<file path="src/rtl/mdu_pkg.sv">
// Shared constants and types for the iterative multiply/divide unit.
// The package holds op codes, FSM states, the operand width and the iteration count.
package mdu_pkg;

  localparam int MDU_WIDTH = 32;
  localparam int MDU_ITERS = 32;

  localparam logic [2:0] MDU_MULTU = 3'b000;
  localparam logic [2:0] MDU_MULT  = 3'b001;
  localparam logic [2:0] MDU_DIVU  = 3'b010;
  localparam logic [2:0] MDU_DIV   = 3'b011;
  localparam logic [2:0] MDU_MTHI  = 3'b100;
  localparam logic [2:0] MDU_MTLO  = 3'b101;

  typedef enum logic [1:0] {
    S_IDLE,
    S_RUN,
    S_FIX
  } state_t;

  // Magnitude of a two's-complement value, applied only for signed ops.
  function automatic logic [MDU_WIDTH-1:0] mag(input logic [MDU_WIDTH-1:0] v,
                                               input logic signed_op);
    return (signed_op && v[MDU_WIDTH-1]) ? -v : v;
  endfunction

endpackage

</file>
<file path="src/rtl/mdu_step.sv">
// One iteration of the shared datapath: a shift-add step for multiply
// (LSB first) or a restoring shift-subtract step for divide (MSB first).
module mdu_step #(
  parameter int W = 32
) (
  input  logic         is_div,
  input  logic [W-1:0] acc,
  input  logic [W-1:0] lo,
  input  logic [W-1:0] operand,
  output logic [W-1:0] acc_next,
  output logic [W-1:0] lo_next
);

  logic [W:0] sum;
  logic [W:0] rem_sh;
  logic [W:0] diff;

  always_comb begin
    sum      = '0;
    rem_sh   = '0;
    diff     = '0;
    acc_next = acc;
    lo_next  = lo;
    if (is_div) begin
      rem_sh = {acc, lo[W-1]};
      diff   = rem_sh - {1'b0, operand};
      // Remainder < divisor keeps the difference in range, so bit W is the borrow.
      acc_next = diff[W] ? rem_sh[W-1:0] : diff[W-1:0];
      lo_next  = {lo[W-2:0], ~diff[W]};
    end else begin
      sum      = {1'b0, acc} + (lo[0] ? {1'b0, operand} : '0);
      acc_next = sum[W:1];
      lo_next  = {sum[0], lo[W-1:1]};
    end
  end

endmodule

</file>
<file path="src/rtl/mdu_iter.sv">
// Iterative 32-bit multiply/divide unit owning the HI/LO registers.
// One datapath step per cycle; signs are stripped on entry and restored in FIX.
module mdu_iter
  import mdu_pkg::*;
#(
  parameter int WIDTH = MDU_WIDTH
) (
  input  logic             clk,
  input  logic             rst_n,
  input  logic             start,
  input  logic [2:0]       op,
  input  logic [WIDTH-1:0] a,
  input  logic [WIDTH-1:0] b,
  input  logic             cancel,
  output logic             busy,
  output logic             done,
  output logic [WIDTH-1:0] hi,
  output logic [WIDTH-1:0] lo
);

  localparam int CW = $clog2(MDU_ITERS);

  state_t           state;
  logic [CW-1:0]    count;
  logic [WIDTH-1:0] w_hi, w_lo, opnd;
  logic             is_div, neg_q, neg_r, dbz;
  logic [WIDTH-1:0] step_hi, step_lo;
  logic [2*WIDTH-1:0] prod_fix;
  logic [WIDTH-1:0] quo_fix, rem_fix;

  mdu_step #(.W(WIDTH)) u_step (
    .is_div   (is_div),
    .acc      (w_hi),
    .lo       (w_lo),
    .operand  (opnd),
    .acc_next (step_hi),
    .lo_next  (step_lo)
  );

  assign prod_fix = neg_q ? -{w_hi, w_lo} : {w_hi, w_lo};
  assign quo_fix  = neg_q ? -w_lo : w_lo;
  assign rem_fix  = neg_r ? -w_hi : w_hi;
  assign busy     = (state != S_IDLE);

  always_ff @(posedge clk or negedge rst_n) begin
    if (!rst_n) begin
      state  <= S_IDLE;
      count  <= '0;
      w_hi   <= '0;
      w_lo   <= '0;
      opnd   <= '0;
      is_div <= 1'b0;
      neg_q  <= 1'b0;
      neg_r  <= 1'b0;
      dbz    <= 1'b0;
      done   <= 1'b0;
      hi     <= '0;
      lo     <= '0;
    end else begin
      done <= 1'b0;
      case (state)
        S_IDLE: begin
          if (start && !cancel) begin
            case (op)
              MDU_MULTU, MDU_MULT: begin
                state  <= S_RUN;
                count  <= CW'(MDU_ITERS - 1);
                is_div <= 1'b0;
                w_hi   <= '0;
                w_lo   <= mag(b, op[0]);
                opnd   <= mag(a, op[0]);
                neg_q  <= op[0] & (a[WIDTH-1] ^ b[WIDTH-1]);
                neg_r  <= 1'b0;
                dbz    <= 1'b0;
              end
              MDU_DIVU, MDU_DIV: begin
                state  <= S_RUN;
                count  <= CW'(MDU_ITERS - 1);
                is_div <= 1'b1;
                w_hi   <= '0;
                w_lo   <= mag(a, op[0]);
                opnd   <= mag(b, op[0]);
                neg_q  <= op[0] & (a[WIDTH-1] ^ b[WIDTH-1]);
                neg_r  <= op[0] & a[WIDTH-1];
                dbz    <= (b == '0);
              end
              MDU_MTHI: begin
                hi   <= a;
                done <= 1'b1;
              end
              MDU_MTLO: begin
                lo   <= a;
                done <= 1'b1;
              end
              default: ;
            endcase
          end
        end
        S_RUN: begin
          if (cancel) begin
            state <= S_IDLE;
          end else begin
            w_hi  <= step_hi;
            w_lo  <= step_lo;
            count <= count - 1'b1;
            if (count == '0) state <= S_FIX;
          end
        end
        S_FIX: begin
          state <= S_IDLE;
          if (!cancel) begin
            done <= 1'b1;
            if (is_div) begin
              // A zero divisor leaves |a| in the remainder, so the sign fix already yields a.
              lo <= dbz ? '1 : quo_fix;
              hi <= rem_fix;
            end else begin
              hi <= prod_fix[2*WIDTH-1:WIDTH];
              lo <= prod_fix[WIDTH-1:0];
            end
          end
        end
        default: state <= S_IDLE;
      endcase
    end
  end

endmodule

</file>
<file path="config.mk">
export PLATFORM = sky130hd
export DESIGN_NAME = mdu_iter
export DESIGN_NICKNAME = d
export VERILOG_FILES = /design/src/rtl/mdu_pkg.sv /design/src/rtl/mdu_step.sv /design/src/rtl/mdu_iter.sv
export SDC_FILE = /design/constraint.sdc
export NUM_CORES = 1
export LEC_CHECK = 0
export BUFFER_PORTS_ARGS = -buffer_cell sky130_fd_sc_hd__buf_2
export CAP_MARGIN = 20
export CORE_MARGIN = 10
export CORE_UTILIZATION = 30
export CTS_BUF_LIST = sky130_fd_sc_hd__clkbuf_8
export DETAILED_ROUTE_END_ITERATION = 10
export GPL_ROUTABILITY_DRIVEN = 0
export MAX_ROUTING_LAYER = met4
export SYNTH_ARGS = -nofsm -noshare
export SYNTH_HDL_FRONTEND = slang
export SYNTH_HIERARCHICAL = 1
export SYNTH_SLANG_ARGS = --single-unit
</file>
<file path="constraint.sdc">
create_clock -name clk -period 4.1 [get_ports clk]
set_input_delay 0.41 -clock clk [delete_from_list [all_inputs] [get_ports clk]]
set_output_delay 0.41 -clock clk [all_outputs]
set_load 0.02 [all_outputs]
</file>
### Yosys cells after proc, flatten, opt, wreduce, memory -nomap -nowiden

Index checks and enable logic that the tools add are counted.

* add/subtract/negate cells: 8
* equal/unequal tests: 15
* mux-type cells: 45
* bitwise logic cells: 4
* reductions and logical operators: 23

Operator list (number)
* 2-to-1 mux 32 bit: 22
* case mux 32 bit (2 select lines): 6
* negator 32 bit: 4
* 2-to-1 mux 64 bit: 1
* negator 64 bit: 1
* adder 32 x 33 -> 33 bit: 1
* subtractor 33 x 32 -> 33 bit: 1
* logical NOT 32 bit: 1
* AND reduction 4 bit: 4
* 2-to-1 mux 5 bit: 3
* case mux 5 bit (2 select lines): 1
* AND reduction 3 bit: 3
* 2-to-1 mux 2 bit: 4
* inequality test 2 bit, second input constant: 4
* case mux 1 bit (2 select lines): 4
* nonzero test 2 bit: 4
* == test 3 x 2 -> 1 bit, second input constant: 2
* == test 3 bit, second input constant: 2
* OR reduction 2 bit: 3
* logical NOT 5 bit: 1
* subtractor 5 x 1 -> 5 bit, second input constant: 1
* inequality test 2 x 1 -> 1 bit, second input constant: 2
* case mux 2 bit (2 select lines): 1
* OR reduction 4 bit: 1
* 13 further kinds: 18

* bits in registers: 172
* input port bits: 71
* logic and storage cells: 107

### Depth between registers and ports, before layout

Gate-level depths: netlist of the first run.

* word-level depth: 6
* depth in mapped cells: 15
* mapped depth without buffers: 14

### Hierarchy

Netlist of the first run, hierarchy kept.

Modules (own cells, without submodules)
* mdu_iter: times used 1, cells each 1339, area each 10885.4 µm²
* mdu_step: times used 1, cells each 664, area each 4580.6 µm²

### Least setup slack after synthesis of the first run

No wires, ideal clock.

* path type: flip-flop to flip-flop
* from: register w_lo[0]
* to: register w_hi[26]
* library setup time: 0.117 ns
* data arrival time: 2.865 ns
* required time: 3.983 ns
* slack: 1.118 ns
* stages on the path, launching flop included: 15
* path buffers: 1
* clock period less this slack: 2.982 ns
* cell sequence: dfrtp_1 > clkbuf_1 > and2_1 > ha_1 > a211oi_1 > o211ai_1 > a21oi_2 > a21oi_1 > a2111oi_4 > o211ai_1 > xor2_1 > o32a_1 > o311a_1 > nand3_1 > nand2_1

* word-level cells in the longest chain between the ends: 5

RTL lines
* start: declaration: line mdu_iter.sv:25 `logic [WIDTH-1:0] w_hi, w_lo, opnd;`
* start signal: assignment: line mdu_iter.sv:70 `w_lo <= mag(b, op[0]);`
* start signal: assignment: line mdu_iter.sv:81 `w_lo <= mag(a, op[0]);`
* start signal: assignment: line mdu_iter.sv:104 `w_lo <= step_lo;`
* 2-to-1 mux 32 bit: line mdu_step.sv:31 `sum = {1'b0, acc} + (lo[0] ? {1'b0, operand} : '0);`
* adder 32 x 33 -> 33 bit: line mdu_step.sv:31
* 2-to-1 mux 32 bit: line mdu_step.sv:24 `if (is_div) begin`
* via step_hi[26]: line mdu_iter.sv:27 `logic [WIDTH-1:0] step_hi, step_lo;`
* 2-to-1 mux 32 bit: line mdu_iter.sv:100 `if (cancel) begin`
* case mux 32 bit (2 select lines): line mdu_iter.sv:61 `case (state)`
* end signal: assignment: line mdu_iter.sv:103 `w_hi <= step_hi;`
* end: declaration: line mdu_iter.sv:25

The timed path passes the listed nets, and every way through them passes these cells. The select of a mux whose other input is x is not followed.
A chain may end at the register's enable or synchronous reset.

### Worst setup path after layout of the first run

* from: register w_lo[31]
* to: register w_hi[30]

* word-level cells in the longest chain between the ends: 5

RTL lines
* subtractor 33 x 32 -> 33 bit: line mdu_step.sv:26 `diff = rem_sh - {1'b0, operand};`
* 2-to-1 mux 32 bit: line mdu_step.sv:28 `acc_next = diff[W] ? rem_sh[W-1:0] : diff[W-1:0];`
* 2-to-1 mux 32 bit: line mdu_step.sv:24
* via step_hi[30]: line mdu_iter.sv:27
* 2-to-1 mux 32 bit: line mdu_iter.sv:100
* case mux 32 bit (2 select lines): line mdu_iter.sv:61

The timed path passes the listed nets, and every way through them passes these cells. The select of a mux whose other input is x is not followed.

==> results of run 1 <==
==> final cells by class <==
type | instances | area share
antenna | 2 | 0.0002883
multi-input combinational | 1654 | 0.6048
tap | 680 | 0.04902
clock buffer | 17 | 0.01348
timing repair buffer | 181 | 0.05990
sequential | 172 | 0.2482
clock inverter | 15 | 0.01002
inverter | 66 | 0.01427
==> kinds of logic (layout without fill, tap and decap cells) <==
group | Yosys count | in the layout | synth area share
flops | 172 | 172 | 0.2783
other cells | 0 | 2 | 0
compound gates | 608 | 608 | 0.2511
buf+inv | 177 | 279 | 0.04482
xor+xnor | 181 | 181 | 0.1042
fa+ha+maj | 72 | 72 | 0.05922
simple gates | 748 | 748 | 0.2307
mux | 45 | 45 | 0.03163
==> metal layers <==
layer / vias to the layer above / wire length (um)
met4: 0 / 1918
met1: 7815 / 25890
met5: - / 0
met3: 128 / 5387
li1: 7396 / -
met2: 848 / 28230
==> worst reg2reg max path: stages (launching register included) <==
cell                       delay, ps
sky130_fd_sc_hd__dfrtp_1         550
sky130_fd_sc_hd__inv_1           130
sky130_fd_sc_hd__ha_1            260
sky130_fd_sc_hd__fa_1            390
sky130_fd_sc_hd__nand2b_1        190
sky130_fd_sc_hd__a21oi_1         200
sky130_fd_sc_hd__o21ai_1         150
sky130_fd_sc_hd__o21ai_2         250
sky130_fd_sc_hd__a31oi_4         150
sky130_fd_sc_hd__a21oi_4         240
sky130_fd_sc_hd__xor2_4          170
sky130_fd_sc_hd__buf_4           310
sky130_fd_sc_hd__mux2i_1         270
sky130_fd_sc_hd__mux2i_1         110
sky130_fd_sc_hd__nand3_1         100
sky130_fd_sc_hd__nand2_1          60
==> how the worst max path moves through the flow <==
stage / start / to / slack, ps / cells past startpoint
after floorplan: w_lo[0]$_DFFE_PN0P_ / w_hi[26]$_DFFE_PN0P_ / 1120 / 14
after global placement: w_hi[7]$_DFFE_PN0P_ / w_hi[31]$_DFFE_PN0P_ / 680 / 12
after detailed placement: w_lo[31]$_DFFE_PN0P_ / w_hi[30]$_DFFE_PN0P_ / 560 / 15
after CTS: w_lo[31]$_DFFE_PN0P_ / w_hi[30]$_DFFE_PN0P_ / 550 / 15
final: w_lo[31]$_DFFE_PN0P_ / w_hi[30]$_DFFE_PN0P_ / 490 / 15
after global routing: w_hi[2]$_DFFE_PN0P_ / w_hi[31]$_DFFE_PN0P_ / 170 / 12
==> sequential cells by signal, summed over array words and instances, names as in the netlist <==
signal,count
count,5
dbz,1
done,1
hi,32
is_div,1
lo,32
neg_q,1
neg_r,1
opnd,32
state,2
w_hi,32
w_lo,32
==> repair_timing <==
| item | 4_1_cts | 5_1_grt |
|---|---|---|
| hold buffers | 1 | 0 |
| endpoints found under the setup margin | 0 | 0 |
| gates resized for setup | 0 | 0 |
| hold endpoints to repair | 58 | 0 |
==> layout by cell type, fill, tap and decap left out, drive strengths merged, types with 39 or more instances in the layout <==
cell type	instances
inv	76
a21o	39
nand2	298
nand3	65
and2	39
buf	180
xnor2	93
a21oi	154
nor2	156
dfrtp	172
a31oi	40
o21ai	157
xor2	88
ha	70
==> power groups by stage <==
stage	combinational [mW]	sequential [mW]	clock (mW)
3_3_place_gp	7.91	3.37	0
5_1_grt	8.92	3.47	1.43
2_1_floorplan	5.74	3.15	0
4_1_cts	8.03	3.35	1.35
6_report	8.18	3.41	1.34
3_5_place_dp	7.98	3.39	0
==> stage by stage <==
stage,cells,hold WS (ps),instance area [um^2]
6_report,2787,194.0,17360
5_1_grt,2786,208.9,17360
4_1_cts,2785,171.8,17350
3_5_place_dp,2752,443.0,16940
3_3_place_gp,2752,438.6,16940
2_1_floorplan,2003,114.4,15470
==> summary.log, run 1 <==
qor: worst_setup_path.r2r_end w_hi[30]$_DFFE_PN0P_
qor: cts.tritoncts_clock_tree yes
qor: global_routing.grt_util_met3 0.04510
qor: drt.drt_pass1_iterations 7
qor: worst_setup_path.kind_of_cell_with_the_highest_combined_delay_on_the_critical_path compound AO/OA/AOI/OAI gates
qor: logic_synthesis.cell_accounting_for_the_most_synthesized_area sky130_fd_sc_hd__dfrtp_1
qor: outcome.run_status finished clean
qor: worst_setup_path.critical_path_required 4510 ps
qor: sta.timing.final.ws_setup 490.2 ps
qor: worst_setup_path.worst-r2r-cell-count 15
qor: worst_setup_path.dominant_cell_type_by_count_on_the_critical_path sky130_fd_sc_hd__mux2i_1
qor: logic_synthesis.synth-edff-count 0
qor: cts.cts_num_sinks 172
qor: worst_setup_path.worst-path-buf-inv 2
qor: power.max-vdd-ir-drop 0.3603 mV
qor: worst_hold_path.terminating_pin_of_the_worst_hold_path dbz$_DFFE_PN0P_
qor: sta.timing.final.crit_share 0.8805
qor: drt.post_drt_via_cell_ratio 5.808
qor: power.p_per_area 745.1 mW/mm^2
qor: cts.htree_depth 4
qor: logic_synthesis.synth_top_area_frac 0.2783
qor: cts.worst_setup_hold_path_clk_slew 110 ps
qor: global_routing.globalRoute.totalOverflow 0
qor: final_layout.filler_cell_count 5420
qor: worst_setup_path.worst_ep_arrival_time 4020 ps
qor: worst_setup_path.crit_path_start_kind flop
qor: worst_setup_path.ff2ff_setup_slack 490 ps
qor: worst_setup_path.worst_path_max_delay_cell sky130_fd_sc_hd__dfrtp_1
qor: sta.skew 29.60 ps
qor: placed_design.place.port_buffers 136
qor: final_layout.finalCoreUtilization 0.3390
qor: final_layout.fin_nets 2235
qor: logic_synthesis.synthDistinctLibCells 85
qor: logic_synthesis.ys_warn_count 6
qor: final_layout.drive_above_1_share 0.1397
qor: logic_synthesis.yosys-top-cells-count 298 x sky130_fd_sc_hd__nand2_1, 172 x sky130_fd_sc_hd__dfrtp_1, 156 x sky130_fd_sc_hd__nor2_1
qor: drt.route.detailed.drc 0
qor: cts.clock_latency_on_the_worst_skew_pair 540 ps
qor: power.power.share.combinational 0.632
qor: logic_synthesis.syn_avg_cell_area 7.721 um^2
qor: global_routing.grt_antenna_before_repair 3
qor: global_routing.grt_start_max_net_pins 77
qor: global_routing.busiest_layer met2
qor: drt.number_of_routed_nets_with_antenna_violations 0
qor: power.pwr-share-seq 0.264
qor: final_layout.combined_area_of_the_multi_input_logic_cells 0.01050 mm^2
qor: global_routing.use_met2 0.3103
qor: sta.relSlewSlack 0.3554
qor: logic_synthesis.postSynth.topFlopCell sky130_fd_sc_hd__dfrtp_1
qor: logic_synthesis.yosys.cell_count.top_type sky130_fd_sc_hd__nand2_1
qor: worst_hold_path.hold_path_startpoint b[30]
qor: sta.final_setup_violations 0
qor: logic_synthesis.synth_cells 2003
qor: die.rows 83
qor: power.p_switching 6.868 mW
qor: worst_hold_path.timing.hold.worst.class in2reg
qor: drt.detail_route.iter0.violations 1693
qor: drt.route.vias.total 16190
qor: global_routing.grt_pass1_vias 15090
qor: final_layout.area_growth_syn_to_layout 12.23%
qor: sta.max_freq 0.2770 GHz
qor: sta.finalWorstPathRequiredPeriod 3610 ps
qor: die.io_pins 137
qor: power.power.leakage 7.642 nW
qor: die.initial_core_utilization 0.3021
qor: die.die_h 247.1 um
qor: sta.worst_slew_pin_slew 958.1 ps
qor: cts.post-cts-setup-buffers 0
qor: cts.cts-buffers-inserted 17
qor: die.design.die.area 0.06104 mm^2
qor: worst_setup_path.timing_worst_setup_path_type reg2reg
qor: cts.root_buffer sky130_fd_sc_hd__clkbuf_8
qor: final_layout.sequential_area 0.004308 mm^2
qor: sta.timing.final.hold_violations 0
qor: power.clkPwrFrac 0.104
qor: cts.clock_tree.buffer_depth 2
qor: power.totalPowerFinal 12.93 mW
qor: power.p_int 6.066 mW
qor: worst_setup_path.r2r_start w_lo[31]$_DFFE_PN0P_
qor: run.maxCapViolations 0
qor: drt.wire_per_inst 22.04 um
qor: drt.drt_wl_total 61.43 mm
qor: logic_synthesis.synth_area 0.01547 mm^2
qor: logic_synthesis.yosys_register_bits 172
qor: power.swShare 0.5310
qor: worst_setup_path.crit_chain inv_1, ha_1, fa_1, nand2b_1, a21oi_1, o21ai_1, o21ai_2, a31oi_4, a21oi_4, xor2_4, buf_4, mux2i_1, mux2i_1, nand3_1, nand2_1
qor: worst_hold_path.worst_hold_path.num_cells 4
qor: worst_setup_path.worst_setup_path_end_kind flop
qor: sta.setup-tns-final 0 ps
qor: global_routing.gr-usage-all-layers 0.2010
qor: die.chipWidth 247.1 um
qor: logic_synthesis.synth.top_cells.by_area sky130_fd_sc_hd__dfrtp_1 28%, sky130_fd_sc_hd__nand2_1 7.2%, sky130_fd_sc_hd__ha_1 5.7%
qor: die.coreArea 0.05120 mm^2
qor: sta.rsz_0062_raised_after_global_routing no
qor: sta.final_count_of_pins_violating_max_slew 0
qor: global_routing.groute.layer.met1.usage 0.2579
qor: worst_setup_path.crit_path_max_incr_delay 550 ps
qor: placed_design.place_worst_setup_slack 564.2 ps
qor: placed_design.place_hpwl 47.60 mm
qor: logic_synthesis.mappedNetlistNets 2146
qor: global_routing.grt_pass1_wl 92.44 mm
qor: logic_synthesis.synth-seq-area-share 0.2783
qor: logic_synthesis.synth_async_sr_flop_share 1.000
qor: worst_setup_path.worst_path_max_fanout 18
Note: power is estimated with default switching activity, not from simulation.
==> run 2: changes to the inputs <==
--- a/config.mk
+++ b/config.mk
@@ -9,7 +9,6 @@
 export CAP_MARGIN = 20
 export CORE_MARGIN = 10
 export CORE_UTILIZATION = 30
-export CTS_BUF_LIST = sky130_fd_sc_hd__clkbuf_8
 export DETAILED_ROUTE_END_ITERATION = 10
 export GPL_ROUTABILITY_DRIVEN = 0
 export MAX_ROUTING_LAYER = met4
==> constraint.sdc (replaced) <==
create_clock -name clk -period 4.1 [get_ports clk]
set_input_delay 1.23 -clock clk [delete_from_list [all_inputs] [get_ports clk]]
set_output_delay 1.23 -clock clk [all_outputs]
set_load 0.02 [all_outputs]
==> run 2 against run 1 <==
  * Wire length rose by 2.4%
  * Hold slack improved by 280 ps
  * Largest cell class unchanged
  * Clock power grew 34%
  * Combinational power increased by 4.8%
==> summary.log, run 2 (synthesized netlist as in run 1, its figures left out) <==
qor: sta.whs 474.7 ps [+280.6 ps]
qor: global_routing.grt_antenna_before_repair 9 [+6]
qor: worst_setup_path.timing_worst_setup_path_type reg2reg
qor: sta.final_setup_violations 0 [unchanged]
qor: die.io_pins 137 [unchanged]
qor: die.coreArea 0.05120 mm^2 [unchanged]
qor: global_routing.grt_pass1_wl 94.79 mm [+2.5%]
qor: worst_setup_path.worst_ep_arrival_time 4030 ps [about the same]
qor: cts.clock_tree.buffer_depth 2 [unchanged]
qor: final_layout.layout.cells.most_common_list 296 x sky130_fd_sc_hd__nand2_1, 171 x sky130_fd_sc_hd__dfrtp_1, 156 x sky130_fd_sc_hd__nor2_1, 150 x sky130_fd_sc_hd__a21oi_1, 148 x sky130_fd_sc_hd__o21ai_0
qor: final_layout.final_common_cell sky130_fd_sc_hd__nand2_1
qor: cts.cts-buffers-inserted 17 [unchanged]
qor: worst_setup_path.worst_setup_path_end_kind flop
qor: cts.tritoncts_clock_tree yes
qor: cts.clock_latency_on_the_worst_skew_pair 460 ps [-80 ps]
qor: cts.worst_setup_hold_path_clk_slew 70 ps [-40 ps]
qor: run.maxCapViolations 0 [unchanged]
qor: sta.worst_slew_pin_slew 1105 ps [+147.1 ps]
qor: global_routing.gr-usage-all-layers 0.2063 [+0.005255]
qor: drt.wire_per_inst 22.30 um [+1.2%]
qor: cts.cts_hold_buffers 0 [-1]
qor: drt.met2_wirelength 28.98 mm [+2.6%]
qor: worst_hold_path.timing.hold.worst.class reg2reg
qor: worst_setup_path.worst_path_max_delay_cell sky130_fd_sc_hd__dfrtp_1
qor: drt.number_of_routed_nets_with_antenna_violations 0 [unchanged]
qor: power.power.leakage 7.883 nW [+3.2%]
qor: die.initial_core_utilization 0.3021 [unchanged]
qor: cts.cts_num_sinks 172 [unchanged]
qor: drt.route.vias.total 16460 [+1.7%]
qor: sta.timing.final.crit_share 0.8932 [+0.01271]
qor: drt.detail_route.wirelength.met1 26.26 mm [+1.4%]
qor: power.p_per_area 763.0 mW/mm^2 [+2.4%]
qor: worst_setup_path.crit_path_max_incr_delay 550 ps [about the same]
qor: final_layout.filler_cell_count 5380 [-0.74%]
qor: worst_setup_path.crit_chain buf_4, inv_1, ha_1, nor4b_1, buf_4, nand4_1, or3_1, o31a_1, o22ai_1, a41oi_1, xnor2_1, a211oi_1
qor: die.die_h 247.1 um [unchanged]
qor: sta.max_freq 0.2731 GHz [-1.4%]
qor: placed_design.place_hpwl 48.87 mm [+2.7%]
qor: final_layout.fin_nets 2264 [+1.3%]
qor: final_layout.sequential_area 0.004308 mm^2 [unchanged]
qor: drt.drt_wl_total 62.87 mm [+2.4%]
qor: die.rows 83 [unchanged]
qor: final_layout.combined_area_of_the_multi_input_logic_cells 0.01051 mm^2 [+0.11%]
qor: global_routing.grt_pass1_vias 15540 [+3.0%]
qor: cts.root_buffer sky130_fd_sc_hd__clkbuf_16
qor: worst_setup_path.worst_path_max_fanout 24 [+6]
qor: power.max-vdd-ir-drop 0.4163 mV [+16%]
qor: global_routing.globalRoute.totalOverflow 0 [unchanged]
qor: cts.htree_depth 4 [unchanged]
qor: drt.post_drt_via_cell_ratio 5.838 [+0.52%]
qor: placed_design.place.port_buffers 136 [unchanged]
qor: drt.drt_pass1_iterations 7 [unchanged]
qor: die.design.die.area 0.06104 mm^2 [unchanged]
qor: sta.final_count_of_pins_violating_max_slew 0 [unchanged]
qor: worst_setup_path.worst-path-buf-inv 3 [+1]
qor: drt.top_layer_used met4
qor: sta.finalWorstPathRequiredPeriod 3662 ps [+52.11 ps]
qor: sta.skew 11.49 ps [-18.11 ps]
qor: sta.setup-tns-final 0 ps [unchanged]
qor: sta.relSlewSlack 0.2632 [-0.09216]
qor: drt.wl_met3 4.480 mm [-17%]
qor: final_layout.drive_above_1_share 0.1528 [+0.01310]
qor: outcome.run_status finished clean
qor: die.chipWidth 247.1 um [unchanged]
qor: worst_setup_path.critical_path_required 4460 ps [-50 ps]
qor: drt.detail_route.iter0.violations 1958 [+16%]
qor: sta.rsz_0062_raised_after_global_routing no
qor: cts.post_cts_gate_resize_count 0 [unchanged]
qor: cts.post-cts-setup-buffers 0 [unchanged]
qor: final_layout.area_growth_syn_to_layout 15.28%
qor: drt.route.detailed.drc 0 [unchanged]
qor: global_routing.grt_start_max_net_pins 93 [+21%]
qor: sta.timing.final.hold_violations 0 [unchanged]
qor: worst_setup_path.kind_of_cell_with_the_highest_combined_delay_on_the_critical_path compound AO/OA/AOI/OAI gates
qor: worst_setup_path.crit_path_start_kind flop
qor: worst_setup_path.dominant_cell_type_by_count_on_the_critical_path sky130_fd_sc_hd__buf_4
## run 2: cell count changes in the layout (fill, tap and decap cells not counted), moves of 2 or more
| cell | previous run | this run |
|---|---|---|
| sky130_fd_sc_hd__clkbuf_16 | 0 | 17 |
| sky130_fd_sc_hd__clkinv_4 | 2 | 0 |
| sky130_fd_sc_hd__inv_1 | 67 | 65 |
| sky130_fd_sc_hd__clkinvlp_4 | 0 | 3 |
| sky130_fd_sc_hd__diode_2 | 2 | 6 |
| sky130_fd_sc_hd__buf_12 | 1 | 3 |
| sky130_fd_sc_hd__buf_4 | 43 | 71 |
| sky130_fd_sc_hd__clkbuf_8 | 17 | 1 |
## run 2: power breakdown
part / switching [mW] / total [mW] / internal, mW
clock: 0.842 / 1.79 / 0.944
combinational: 5.24 / 8.57 / 3.33
sequential: 0.936 / 3.25 / 2.31
## run 2: final timing paths
check                                      to  cells past startpoint                start  slack, ps
max in group asynchronous  is_div$_DFFE_PN0P_                      2                rst_n       2560
setup / recovery           hi[22]$_DFFE_PN0P_                     12  w_lo[0]$_DFFE_PN0P_        440
hold / removal             lo[29]$_DFFE_PN0P_                      1   lo[29]$_DFFE_PN0P_        470
hold reg to reg            lo[29]$_DFFE_PN0P_                      1   lo[29]$_DFFE_PN0P_        470
min in group asynchronous   lo[4]$_DFFE_PN0P_                      1                rst_n        760
setup reg to reg           hi[22]$_DFFE_PN0P_                     12  w_lo[0]$_DFFE_PN0P_        440
## run 2: per-stage QoR
| step | instance area, um^2 | instances | power [mW] | setup WS, ps | utilization |
|---|---|---|---|---|---|
| after floorplan | 15470 | 2003 | 8.896 | 830.9 | - |
| after global placement | 17200 | 2782 | 11.45 | 347.2 | 0.3359 |
| after detailed placement | 17200 | 2782 | 11.56 | 337.5 | 0.3359 |
| after CTS | 17810 | 2814 | 13.40 | 523.1 | 0.3480 |
| after global routing | 17830 | 2820 | 14.49 | 231.7 | 0.3482 |
| final | 17830 | 2820 | 13.60 | 438.0 | 0.3482 |
## run 2: final cells by class
type / count / area share
Antenna cell: 6 / 0.0008421
Clock buffer: 18 / 0.02463
Clock inverter: 14 / 0.01004
Inverter: 66 / 0.01389
Multi-Input combinational cell: 1654 / 0.5895
Sequential cell: 172 / 0.2416
Tap cell: 680 / 0.04772
Timing Repair Buffer: 210 / 0.07179
## run 2: routing by layer
metal	vias up	track usage
li1	7477	-
met1	7934	0.2619
met2	882	0.3169
met3	171	0.03043
met4	0	0.1003
met5	-	-
==> run 3: changes to the inputs <==
--- a/config.mk
+++ b/config.mk
@@ -7,6 +7,7 @@
 export LEC_CHECK = 0
 export BUFFER_PORTS_ARGS = -buffer_cell sky130_fd_sc_hd__buf_2
 export CAP_MARGIN = 20
+export CORE_ASPECT_RATIO = 0.6
 export CORE_MARGIN = 10
 export CORE_UTILIZATION = 30
 export DETAILED_ROUTE_END_ITERATION = 10
==> run 3 against run 2 <==
  * Power rose by 3.8%
  * Sequential share of layout area is 0.36 points lower
  * Non-clock buffer count is 27 higher
  * Largest cell class unchanged
  * Clock skew is 1.5 ps higher
  * Clock power increased by 5%
==> summary.log, run 3 (synthesized netlist as in run 1, its figures left out) <==
qor: outcome.run_status finished clean
qor: cts.root_buffer sky130_fd_sc_hd__clkbuf_16
qor: cts.worst_setup_hold_path_clk_slew 80 ps [about the same]
qor: global_routing.grt_pass1_vias 15690 [+0.93%]
qor: cts.tritoncts_clock_tree yes
qor: global_routing.globalRoute.totalOverflow 0 [unchanged]
qor: power.p_per_area 780.5 mW/mm^2 [+2.3%]
qor: power.p_int 6.772 mW [+2.8%]
qor: sta.finalWorstPathRequiredPeriod 3725 ps [+62.55 ps]
qor: die.chipWidth 313.1 um [+27%]
qor: die.initial_core_utilization 0.3037 [+0.001596]
qor: sta.rsz_0062_raised_after_global_routing no
qor: drt.drt_pass1_iterations 6 [-1]
qor: power.totalPowerFinal 14.13 mW [+3.8%]
qor: placed_design.place.detailed.instances 2821 [+1.4%]
qor: cts.cts_hold_buffers 0 [unchanged]
qor: sta.relSlewSlack 0.2385 [-0.02473]
qor: cts.cts-buffers-inserted 17 [unchanged]
qor: worst_setup_path.critical_path_required 4510 ps [+50 ps]
qor: die.die_h 195.9 um [-21%]
qor: sta.final_setup_violations 0 [unchanged]
qor: final_layout.layout.cells.most_common_list 296 x sky130_fd_sc_hd__nand2_1, 171 x sky130_fd_sc_hd__dfrtp_1, 156 x sky130_fd_sc_hd__nor2_1, 150 x sky130_fd_sc_hd__a21oi_1, 148 x sky130_fd_sc_hd__o21ai_0
qor: cts.clock_tree.buffer_depth 2 [unchanged]
qor: worst_setup_path.timing_worst_setup_path_type reg2reg
qor: placed_design.place.port_buffers 136 [unchanged]
qor: final_layout.area_growth_syn_to_layout 17.03%
qor: power.swShare 0.5206 [+0.004708]
qor: final_layout.finish.cell_count_without_fillers 2863 [+1.5%]
qor: sta.max_freq 0.2685 GHz [-1.7%]
qor: global_routing.grt_antenna_before_repair 7 [-2]
qor: run.maxCapViolations 0 [unchanged]
qor: drt.post_drt_via_cell_ratio 5.897 [+1.0%]
qor: sta.whs 479.2 ps [+4.579 ps]
qor: final_layout.final_common_cell sky130_fd_sc_hd__nand2_1
qor: global_routing.grt_pass1_wl 102.7 mm [+8.3%]
qor: sta.timing.final.crit_share 0.9084 [+0.01526]
qor: worst_setup_path.worst_setup_path_end_kind flop
qor: die.io_pins 137 [unchanged]
qor: sta.timing.final.hold_violations 0 [unchanged]
qor: cts.clock_latency_on_the_worst_skew_pair 470 ps [about the same]
qor: worst_hold_path.timing.hold.worst.class reg2reg
qor: drt.wire_per_inst 24.27 um [+8.9%]
qor: worst_setup_path.worst_ep_arrival_time 4130 ps [+100 ps]
qor: die.rows 64 [-23%]
qor: sta.worst_slew_pin_slew 1134 ps [+28.95 ps]
qor: sta.skew 12.98 ps [+1.488 ps]
qor: drt.detail_route.iter0.violations 2583 [+32%]
qor: final_layout.fin_nets 2291 [+1.2%]
qor: drt.route.vias.total 16880 [+2.5%]
qor: worst_setup_path.worst_path_max_fanout 18 [-25%]
qor: placed_design.place_hpwl 54.57 mm [+12%]
qor: drt.route.detailed.drc 0 [unchanged]
qor: worst_setup_path.crit_path_start_kind flop
qor: cts.post-cts-setup-buffers 0 [unchanged]
qor: final_layout.drive_above_1_share 0.1634 [+0.01059]
qor: die.coreArea 0.05093 mm^2 [-0.53%]
qor: power.pwr-share-seq 0.232 [-0.007]
qor: power.clkPwrFrac 0.133 [+0.002]
qor: power.max-vdd-ir-drop 0.3859 mV [-7.3%]
qor: sta.setup-tns-final 0 ps [unchanged]
qor: cts.post_cts_gate_resize_count 0 [unchanged]
qor: power.power.leakage 8.040 nW [+2.0%]
qor: power.power.share.combinational 0.635 [+0.005]
qor: global_routing.gr-usage-all-layers 0.2239 [+0.01759]
qor: power.p_switching 7.355 mW [+4.8%]
qor: sta.final_count_of_pins_violating_max_slew 0 [unchanged]
qor: global_routing.grt_start_max_net_pins 94 [+1.1%]
qor: drt.drt_wl_total 69.49 mm [+11%]
qor: cts.cts_num_sinks 172 [unchanged]
qor: die.design.die.area 0.06133 mm^2 [+0.49%]
qor: cts.htree_depth 4 [unchanged]
qor: drt.number_of_routed_nets_with_antenna_violations 0 [unchanged]
## run 3: cell count changes in the layout (fill, tap and decap cells not counted)
| cell | before | now |
|---|---|---|
| sky130_fd_sc_hd__buf_4 | 71 | 97 |
| sky130_fd_sc_hd__bufinv_16 | 2 | 4 |
| sky130_fd_sc_hd__clkbuf_16 | 17 | 18 |
| sky130_fd_sc_hd__clkbuf_8 | 1 | 0 |
| sky130_fd_sc_hd__clkinv_8 | 1 | 0 |
| sky130_fd_sc_hd__clkinvlp_4 | 3 | 2 |
| sky130_fd_sc_hd__diode_2 | 6 | 9 |
| sky130_fd_sc_hd__inv_6 | 4 | 7 |
| sky130_fd_sc_hd__inv_8 | 4 | 2 |
## run 3: path summary, 6_finish.rpt
check                               startpoint                   end  slack (ps)  cells past startpoint
max in group asynchronous                rst_n     lo[7]$_DFFE_PN0P_        2450                      2
setup reg to reg           w_lo[0]$_DFFE_PN0P_  w_hi[30]$_DFFE_PN0P_         380                     16
setup / recovery           w_lo[0]$_DFFE_PN0P_  w_hi[30]$_DFFE_PN0P_         380                     16
min in group asynchronous                rst_n    hi[10]$_DFFE_PN0P_         670                      1
hold reg to reg              lo[7]$_DFFE_PN0P_     lo[7]$_DFFE_PN0P_         480                      2
hold / removal               lo[7]$_DFFE_PN0P_     lo[7]$_DFFE_PN0P_         480                      2
## run 3: cell type report
type                       count  area (um^2)
clock inverter                15        219.0
inverter                      66        247.7
fill                        5352        32830
timing repair buffer         237         1500
tap                          693        867.1
multi-input combinational   1654        10510
antenna                        9        22.52
sequential                   172         4308
clock buffer                  17        425.4
## run 3: critical path, stage by stage, from the launching register on
cell	delay (ps)
sky130_fd_sc_hd__dfrtp_1	420
sky130_fd_sc_hd__buf_4	210
sky130_fd_sc_hd__buf_4	210
sky130_fd_sc_hd__and2_1	150
sky130_fd_sc_hd__ha_1	360
sky130_fd_sc_hd__nand2_1	140
sky130_fd_sc_hd__o21bai_1	250
sky130_fd_sc_hd__a211o_1	320
sky130_fd_sc_hd__a21oi_1	270
sky130_fd_sc_hd__a2111oi_4	90
sky130_fd_sc_hd__buf_4	170
sky130_fd_sc_hd__nor3b_1	380
sky130_fd_sc_hd__o22ai_1	190
sky130_fd_sc_hd__xor2_1	170
sky130_fd_sc_hd__mux2i_1	140
sky130_fd_sc_hd__nand3_1	90
sky130_fd_sc_hd__nand2_1	90
## run 3: power by group through the flow
| stage | combinational, mW | clock, mW | sequential, mW |
|---|---|---|---|
| final | 8.97 | 1.88 | 3.27 |
| after global routing | 9.64 | 1.98 | 3.31 |
| after CTS | 8.66 | 1.90 | 3.21 |
| after detailed placement | 8.61 | 0 | 3.24 |
| after global placement | 8.54 | 0 | 3.21 |
| after floorplan | 5.74 | 0 | 3.15 |
## run 3: metrics by stage
step	cell area, um^2	worst slack, ps	utilization
after global routing	18090	204.6	0.3553
after CTS	18050	481.0	0.3545
after global placement	17410	265.5	0.3418
after floorplan	15470	830.9	-
final	18100	375.5	0.3554
after detailed placement	17410	292.5	0.3418
## run 3: metal layers
layer | vias to the layer above | wire [um] | GRT usage
met5 | - | 0 | -
met3 | 90 | 12270 | 0.1188
met4 | 0 | 983 | 0.04029
met1 | 8150 | 31410 | 0.3238
li1 | 7510 | - | -
met2 | 1133 | 24830 | 0.2619
